## src/rtl/flexbyte_pkg.sv

```systemverilog
// Shared types and elaboration helpers for the flexbyte parallel-to-serial stream block.
package flexbyte_pkg;

    typedef enum logic [1:0] {
        EMPTY  = 2'd0,
        ACTIVE = 2'd1,
        HELD   = 2'd2
    } pts_state_e;

    function automatic int beats_f(input int num_in, input int num_out);
        if (num_out > 0) begin
            return num_in / num_out;
        end else begin
            return 1;
        end
    endfunction

    function automatic int cnt_w_f(input int beats);
        if (beats > 1) begin
            return $clog2(beats);
        end else begin
            return 1;
        end
    endfunction

endpackage

```

## src/rtl/flexbyte_word_buf.sv

```systemverilog
// One-word holding register with load/clear and a full flag.
module flexbyte_word_buf #(
    parameter int W = 128
) (
    input  logic         clk,
    input  logic         n_rst,
    input  logic         clear,
    input  logic         load,
    input  logic [W-1:0] din,
    output logic [W-1:0] dout,
    output logic         full
);

    logic [W-1:0] data_r;
    logic         full_r;

    // Holding word and occupancy; clear wins over load.
    always_ff @(posedge clk or negedge n_rst) begin
        if (!n_rst) begin
            data_r <= {W{1'b0}};
            full_r <= 1'b0;
        end else if (clear) begin
            data_r <= {W{1'b0}};
            full_r <= 1'b0;
        end else if (load) begin
            data_r <= din;
            full_r <= 1'b1;
        end else begin
            data_r <= data_r;
            full_r <= full_r;
        end
    end

    assign dout = data_r;
    assign full = full_r;

endmodule

```

## src/rtl/flexbyte_pts_stream.sv

```systemverilog
// Serialises NUM_BYTES_IN-byte words into NUM_BYTES_OUT-byte beats with a one-word
// holding buffer so back-to-back words stream without a bubble.
module flexbyte_pts_stream
    import flexbyte_pkg::*;
#(
    parameter int NUM_BYTES_IN  = 16,
    parameter int NUM_BYTES_OUT = 8,
    parameter bit MSB_FIRST     = 1'b1
) (
    input  logic                       clk,
    input  logic                       n_rst,
    input  logic                       flush,
    input  logic                       in_valid,
    output logic                       in_ready,
    input  logic [8*NUM_BYTES_IN-1:0]  in_data,
    output logic                       out_valid,
    input  logic                       out_ready,
    output logic [8*NUM_BYTES_OUT-1:0] out_data,
    output logic                       out_first,
    output logic                       out_last
);

    localparam int IN_W  = 8 * NUM_BYTES_IN;
    localparam int OUT_W = 8 * NUM_BYTES_OUT;
    localparam int BEATS = beats_f(NUM_BYTES_IN, NUM_BYTES_OUT);
    localparam int CNT_W = cnt_w_f(BEATS);
    localparam logic [CNT_W-1:0] LAST_CNT = CNT_W'(BEATS - 1);

    if ((NUM_BYTES_OUT < 1) || (NUM_BYTES_IN <= NUM_BYTES_OUT) ||
        ((NUM_BYTES_IN % NUM_BYTES_OUT) != 0)) begin : g_param_check
        $fatal(1, "flexbyte_pts_stream: NUM_BYTES_IN must be a multiple (>1x) of NUM_BYTES_OUT");
    end

    pts_state_e       state_r;
    logic [IN_W-1:0]  sr_r;
    logic [CNT_W-1:0] cnt_r;
    logic [IN_W-1:0]  sr_shift_s;
    logic [IN_W-1:0]  hb_data_s;
    logic             hb_full_s;
    logic             in_xfer_s;
    logic             out_xfer_s;
    logic             final_beat_s;
    logic             hb_load_s;
    logic             hb_clear_s;

    // Beat order only changes the shift direction and which end of SR is presented.
    if (MSB_FIRST) begin : g_msb
        assign sr_shift_s = sr_r << OUT_W;
        assign out_data   = sr_r[IN_W-1 -: OUT_W];
    end else begin : g_lsb
        assign sr_shift_s = sr_r >> OUT_W;
        assign out_data   = sr_r[OUT_W-1:0];
    end

    assign out_valid    = (state_r != EMPTY);
    assign out_first    = out_valid && (cnt_r == {CNT_W{1'b0}});
    assign out_last     = out_valid && (cnt_r == LAST_CNT);
    assign in_ready     = (state_r != HELD) && !hb_full_s && !flush;
    assign in_xfer_s    = in_valid && in_ready;
    assign out_xfer_s   = out_valid && out_ready && !flush;
    assign final_beat_s = (cnt_r == LAST_CNT);

    // A word parks in HB only when SR is still busy after this edge.
    assign hb_load_s  = (state_r == ACTIVE) && in_xfer_s && !(out_xfer_s && final_beat_s);
    assign hb_clear_s = flush || ((state_r == HELD) && out_xfer_s && final_beat_s);

    flexbyte_word_buf #(.W(IN_W)) u_hold_buf (
        .clk   (clk),
        .n_rst (n_rst),
        .clear (hb_clear_s),
        .load  (hb_load_s),
        .din   (in_data),
        .dout  (hb_data_s),
        .full  (hb_full_s)
    );

    // Stream FSM with shift register and beat counter.
    always_ff @(posedge clk or negedge n_rst) begin
        if (!n_rst) begin
            state_r <= EMPTY;
            sr_r    <= {IN_W{1'b0}};
            cnt_r   <= {CNT_W{1'b0}};
        end else if (flush) begin
            state_r <= EMPTY;
            sr_r    <= {IN_W{1'b0}};
            cnt_r   <= {CNT_W{1'b0}};
        end else begin
            case (state_r)
                EMPTY: begin
                    if (in_xfer_s) begin
                        sr_r    <= in_data;
                        cnt_r   <= {CNT_W{1'b0}};
                        state_r <= ACTIVE;
                    end else begin
                        state_r <= EMPTY;
                    end
                end
                ACTIVE: begin
                    if (out_xfer_s && final_beat_s) begin
                        cnt_r <= {CNT_W{1'b0}};
                        if (in_xfer_s) begin
                            sr_r    <= in_data;
                            state_r <= ACTIVE;
                        end else begin
                            sr_r    <= {IN_W{1'b0}};
                            state_r <= EMPTY;
                        end
                    end else begin
                        if (out_xfer_s) begin
                            sr_r  <= sr_shift_s;
                            cnt_r <= cnt_r + CNT_W'(1);
                        end else begin
                            sr_r  <= sr_r;
                        end
                        state_r <= in_xfer_s ? HELD : ACTIVE;
                    end
                end
                HELD: begin
                    if (out_xfer_s && final_beat_s) begin
                        sr_r    <= hb_data_s;
                        cnt_r   <= {CNT_W{1'b0}};
                        state_r <= ACTIVE;
                    end else if (out_xfer_s) begin
                        sr_r    <= sr_shift_s;
                        cnt_r   <= cnt_r + CNT_W'(1);
                        state_r <= HELD;
                    end else begin
                        state_r <= HELD;
                    end
                end
                default: begin
                    state_r <= EMPTY;
                    sr_r    <= {IN_W{1'b0}};
                    cnt_r   <= {CNT_W{1'b0}};
                end
            endcase
        end
    end

endmodule

```

## config.mk

```make
export PLATFORM = sky130hd
export DESIGN_NAME = flexbyte_pts_stream
export DESIGN_NICKNAME = d
export VERILOG_FILES = /design/src/rtl/flexbyte_pkg.sv /design/src/rtl/flexbyte_word_buf.sv /design/src/rtl/flexbyte_pts_stream.sv
export SDC_FILE = /design/constraint.sdc
export NUM_CORES = 1
export LEC_CHECK = 0
export CAP_MARGIN = 20
export CORE_MARGIN = 2
export CORE_UTILIZATION = 40
export DETAILED_ROUTE_END_ITERATION = 6
export PLACE_DENSITY = 0.73
export SLEW_MARGIN = 20
export SYNTH_ARGS = -nofsm -noshare
export SYNTH_HDL_FRONTEND = slang
export SYNTH_SLANG_ARGS = --single-unit
```

## constraint.sdc

```tcl
create_clock -name clk -period 3.4 [get_ports clk]
set_clock_uncertainty 0.2 [all_clocks]
set_input_delay 0.68 -clock clk [delete_from_list [all_inputs] [get_ports clk]]
set_output_delay 0.68 -clock clk [all_outputs]
set_load 0.02 [all_outputs]
```

# Yosys cells after proc, flatten, opt, wreduce, memory -nomap -nowiden
# Cells that the tools add are included.
# totals
word_cells,55
register_bits,260
input_bits,133
output_inout_bits,68
# op_classes
reduce_logical,21
add_sub_neg,1
n_eq_ne,5
bitwise_logic,1
n_mux,22
# ops
op,count
$mux 128,8
$pmux 128 s3,1
$logic_and 1x1->1,12
$mux 2,4
$mux 1,7
$pmux 2 s3,1
$ne 4x1->1 const B,1
$reduce_bool 2->1,2
$logic_not 1->1,3
$ne 3x3->1 const B,1
$eq 2x1->1 const B,1
$eq 2x2->1 const B,1
$logic_not 2->1,1
$ne 2x2->1 const B,1
$pmux 1 s2,1
$reduce_and 2->1,1
$reduce_or 2->1,1
$add 1x1->1 const B,1
$logic_or 1x1->1,1
$not 1->1,1

# Logic depth before layout (Yosys ltp)
# depth
depth_word,8
mapped_depth,10
depth_no_buf,6

# Hierarchy
# From an unflattened synthesis, not the netlist that was laid out.
# hier_totals
cells_unflattened,1243
hier_area_um2,13503.0
# by_module_without_submodules
mod,cells_per_inst,area_each_um2,n_inst
flexbyte_pts_stream,827,8189.1,1
flexbyte_word_buf,416,5313.8,1

# Least setup slack after synthesis
# No wires, ideal clock.
# synth_timing
path_kind,flip-flop to output port
start,register state_r[0]
end,output out_first
stages_incl_launch_ff,7
setup_slack_ns,1.049
path_buffers,3
arrival_time_ns,1.471
path_cell_list,dfrtp_1 -> inv_1 -> ha_1 -> buf_2 -> clkbuf_1 -> clkbuf_1 -> nor2_1
# synth_between
elab_chain_len,2
# synth_rtl
item,line,rtl
start: declaration,flexbyte_pts_stream.sv:34,pts_state_e state_r;
start signal: assignment,flexbyte_pts_stream.sv:115,state_r <= in_xfer_s ? HELD : ACTIVE;
$reduce_bool 2->1,flexbyte_pts_stream.sv:55,assign out_valid = (state_r != EMPTY);
$logic_and 1x1->1,flexbyte_pts_stream.sv:56,assign out_first = out_valid && (cnt_r == {CNT_W{1'b0}});
end: declaration,flexbyte_pts_stream.sv:19,"output logic out_first,"
# No other way between the ends.

# Final worst setup path
# layout_timing
start,register state_r[0]
end,output out_valid
# layout_between
elab_chain_len,1
# layout_rtl
item,line,rtl
$reduce_bool 2->1,flexbyte_pts_stream.sv:55,
end: declaration,flexbyte_pts_stream.sv:16,"output logic out_valid,"
# No other way between the ends.

==> flow_summary.ini <==
[grt]
antenna_found_initial = 3
gr-total-overflow = 0
grt_use_total_pct = 24.1
grt_first_pass_wirelength_mm = 68.8
grt_pass1_vias = 11985
grt_max_degree = 75

[placement]
place_hpwl_mm = 25.5
gp_congestion = 0.785
numPortBuffers = 200

[routing]
drt_iter0_markers = 1224
drc_errors = 0
vias = 11770
drtPass1Iterations = 5
viasPerCell = 6.27
final_antenna_net_count = 0
wl_per_cell_um = 22.9
drt-total-wl_mm = 43.1

[sta]
setup_viol = 0
finalHoldViolations = 0
fin_crit_ps = 3200
min_period_over_period_pct = 94.0
fmax_ghz = 0.313
fin_tns_setup_ps = 0
maxSlewHeadroom_pct = 34.3
worst_slew_pin_slew_ps = 986
rsz0062_at_grt = no
slew_viol_final = 0

[critical_path]
r2r-end = sr_r[124]
cpMaxStageDelayCell = clkdlybuf4s50_1
cp_max_fo = 16
crit_type = flop to output pin
cp_cell_sequence = inv_1, ha_2, inv_1, clkdlybuf4s50_1
cpMostUsedCell = inv_1
reg2reg_depth = 7
end_kind = output pin
cp-start-kind = flop
required_ps = 2520
r2r-start = state_r[0]
rrSetupSlack_ps = 620
critPathMaxStageDelay_ps = 590
worstPathArrival_ps = 2320

[synth]
synthArstFlopShare_pct = 100
netlist_instances = 1341
synth_top_cell_by_area = dfrtp_1
ys_seq_area_share_pct = 48.0
synth_area_mm2 = 0.0136
synth_edf_count = 0
synth_area_leaders = dfrtp_1 (48%), a22o_1 (8.3%), a22oi_1 (7.1%)
yosys_most_used_dff = dfrtp_1
synthTopCellsByCount = dfrtp_1 (260), a22oi_1 (129), a22o_1 (128)
synth-seq-cells = 260
synth_warnings = 0
yosysTopAreaCellShare_pct = 48.0
netlist-cell-type-count = 42
syn_avg_cell_area_um2 = 10.1
syn-num-nets = 1478
yosysMostFrequentCell = dfrtp_1

[clock_network]
cts-htree-levels = 1
clk_latency_ps = 550
clock-sinks = 260
post_cts_buffers = 0
root_buffer = clkbuf_16
max-clock-path-buffers = 3
cts_buffers = 29
cts-resized-gates = 0
path_clk_slew_ps = 60
cts_tree = yes

[power]
p_per_area_mw_per_mm2 = 516
power_uw = 8510
p_sw_uw = 2620
ir_drop_uv = 436
switching_share_pct = 30.8
p_comb_share_pct = 22.7
internal_power_uw = 5890
p_seq_share_pct = 42.0
leakage_uw = 0.00667
clockPowerShare_pct = 35.3

[hold_path]
hold_path_class = flop to flop
min_path_cells = 1
min_from = u_hold_buf.dout[127]
worstHoldEndpoint = u_hold_buf.dout[127]

[die]
ioPinCount = 201
die_h_um = 188
die_area_mm2 = 0.0354
core_mm2 = 0.0334
initial_utilization_pct = 40.5
die_w_um = 188
core.rowCount = 67

[cells_and_area]
layout.nets = 1549
area_growth_syn_to_layout_pct = 21.7
drive_gt1_share_pct = 7.22

[job]
cap_violations = 0

[outcome]
status = finished, final reports clean
## repair_timing
item                                    4_1_cts  5_1_grt
hold buffers                                  1        0
endpoints found under the setup margin        0        0
endpoints found under the hold margin        65        0
## sequential cells by signal (all words and copies together), names as in the netlist
register and count:
cnt_r 1, sr_r 128, state_r 2, u_hold_buf.dout 128, u_hold_buf.full 1
## worst max path at each step
stage                      to       start  depth (start not counted)
floorplan           out_first  state_r[0]                          6
global placement     sr_r[67]       flush                          6
detailed placement  sr_r[124]       flush                          6
CTS                  in_ready  state_r[0]                          4
global route         in_ready  state_r[0]                          4
finish              out_valid  state_r[0]                          4
## power groups by stage
stage,registers (uW),logic (uW),clock network (uW)
final,3570,1930,3000
after floorplan,3550,1230,0
after CTS,3570,1930,3040
after global placement,3610,1880,0
after detailed placement,3620,1920,0
after global routing,3610,2090,3160
## cell usage in the layout, fill, tap and decap left out, types with 4 or more instances in the layout
cell	netlist	layout
a211oi_1	34	34
a21oi_1	99	99
a22o_1	128	128
a22oi_1	129	129
a2bb2oi_1	34	34
a311o_1	34	34
buf_12	0	17
buf_4	67	22
clkbuf_1	61	5
clkbuf_16	0	29
clkbuf_8	0	5
clkdlybuf4s50_1	0	199
clkinv_2	0	5
dfrtp_1	260	259
inv_1	63	63
mux2i_1	29	29
nand2_1	34	33
nor2_1	35	32
nor2_4	1	4
nor2b_1	37	36
o21ai_0	105	105
o21ai_1	24	23
o221ai_1	30	30
o22ai_1	34	34
## cells by family after synthesis
kind of cell / Yosys count / share of synthesized area [%]
compound gates: 658 / 34.5
buf+inv: 263 / 10.1
flops: 260 / 48.0
simple gates: 126 / 4.81
mux: 29 / 2.14
fa+ha+maj: 4 / 0.369
xor+xnor: 1 / 0.0646
## worst max-delay path, delay by kind of cell (launching register included)
family | cells | cell delay, ps
buffers and inverters | 3 | 930
adders and majority gates | 1 | 440
DFF | 1 | 400
## metal layers
| layer | wire, um | up-vias | part of all wire, % | track usage (%) |
|---|---|---|---|---|
| met1 | 17600 | 5850 | 41 | 32.5 |
| met3 | 4130 | 112 | 9.6 | 5.32 |
| met5 | 23 | - | 0.053 | 0 |
| met2 | 19700 | 627 | 46 | 38.0 |
| met4 | 1610 | 4 | 3.7 | 8.99 |
| li1 | - | 5177 | - | - |
## metrics by stage
stage          setup WS [ps]  cells  instance area, um2  utilization (%)  hold slack [ps]
2_1_floorplan           1050   1341               13600                -              184
5_1_grt                  117   1876               16500             49.3              306
6_report                 202   1877               16500             49.3              295
4_1_cts                  174   1875               16500             49.3              298
3_3_place_gp             306   1828               15600             46.6              277
3_5_place_dp             234   1828               15600             46.6              277
## layout make-up
| type | instances | area [um2] |
|---|---|---|
| antenna | 2 | 5.00 |
| clock buffer | 39 | 813 |
| clock inverter | 7 | 62.6 |
| fill | 2955 | 17000 |
| inverter | 63 | 236 |
| multi-input combinational | 818 | 5780 |
| sequential | 260 | 6510 |
| tap | 448 | 561 |
| timing repair buffer | 240 | 2520 |
Power figures use the tool's default switching activity.
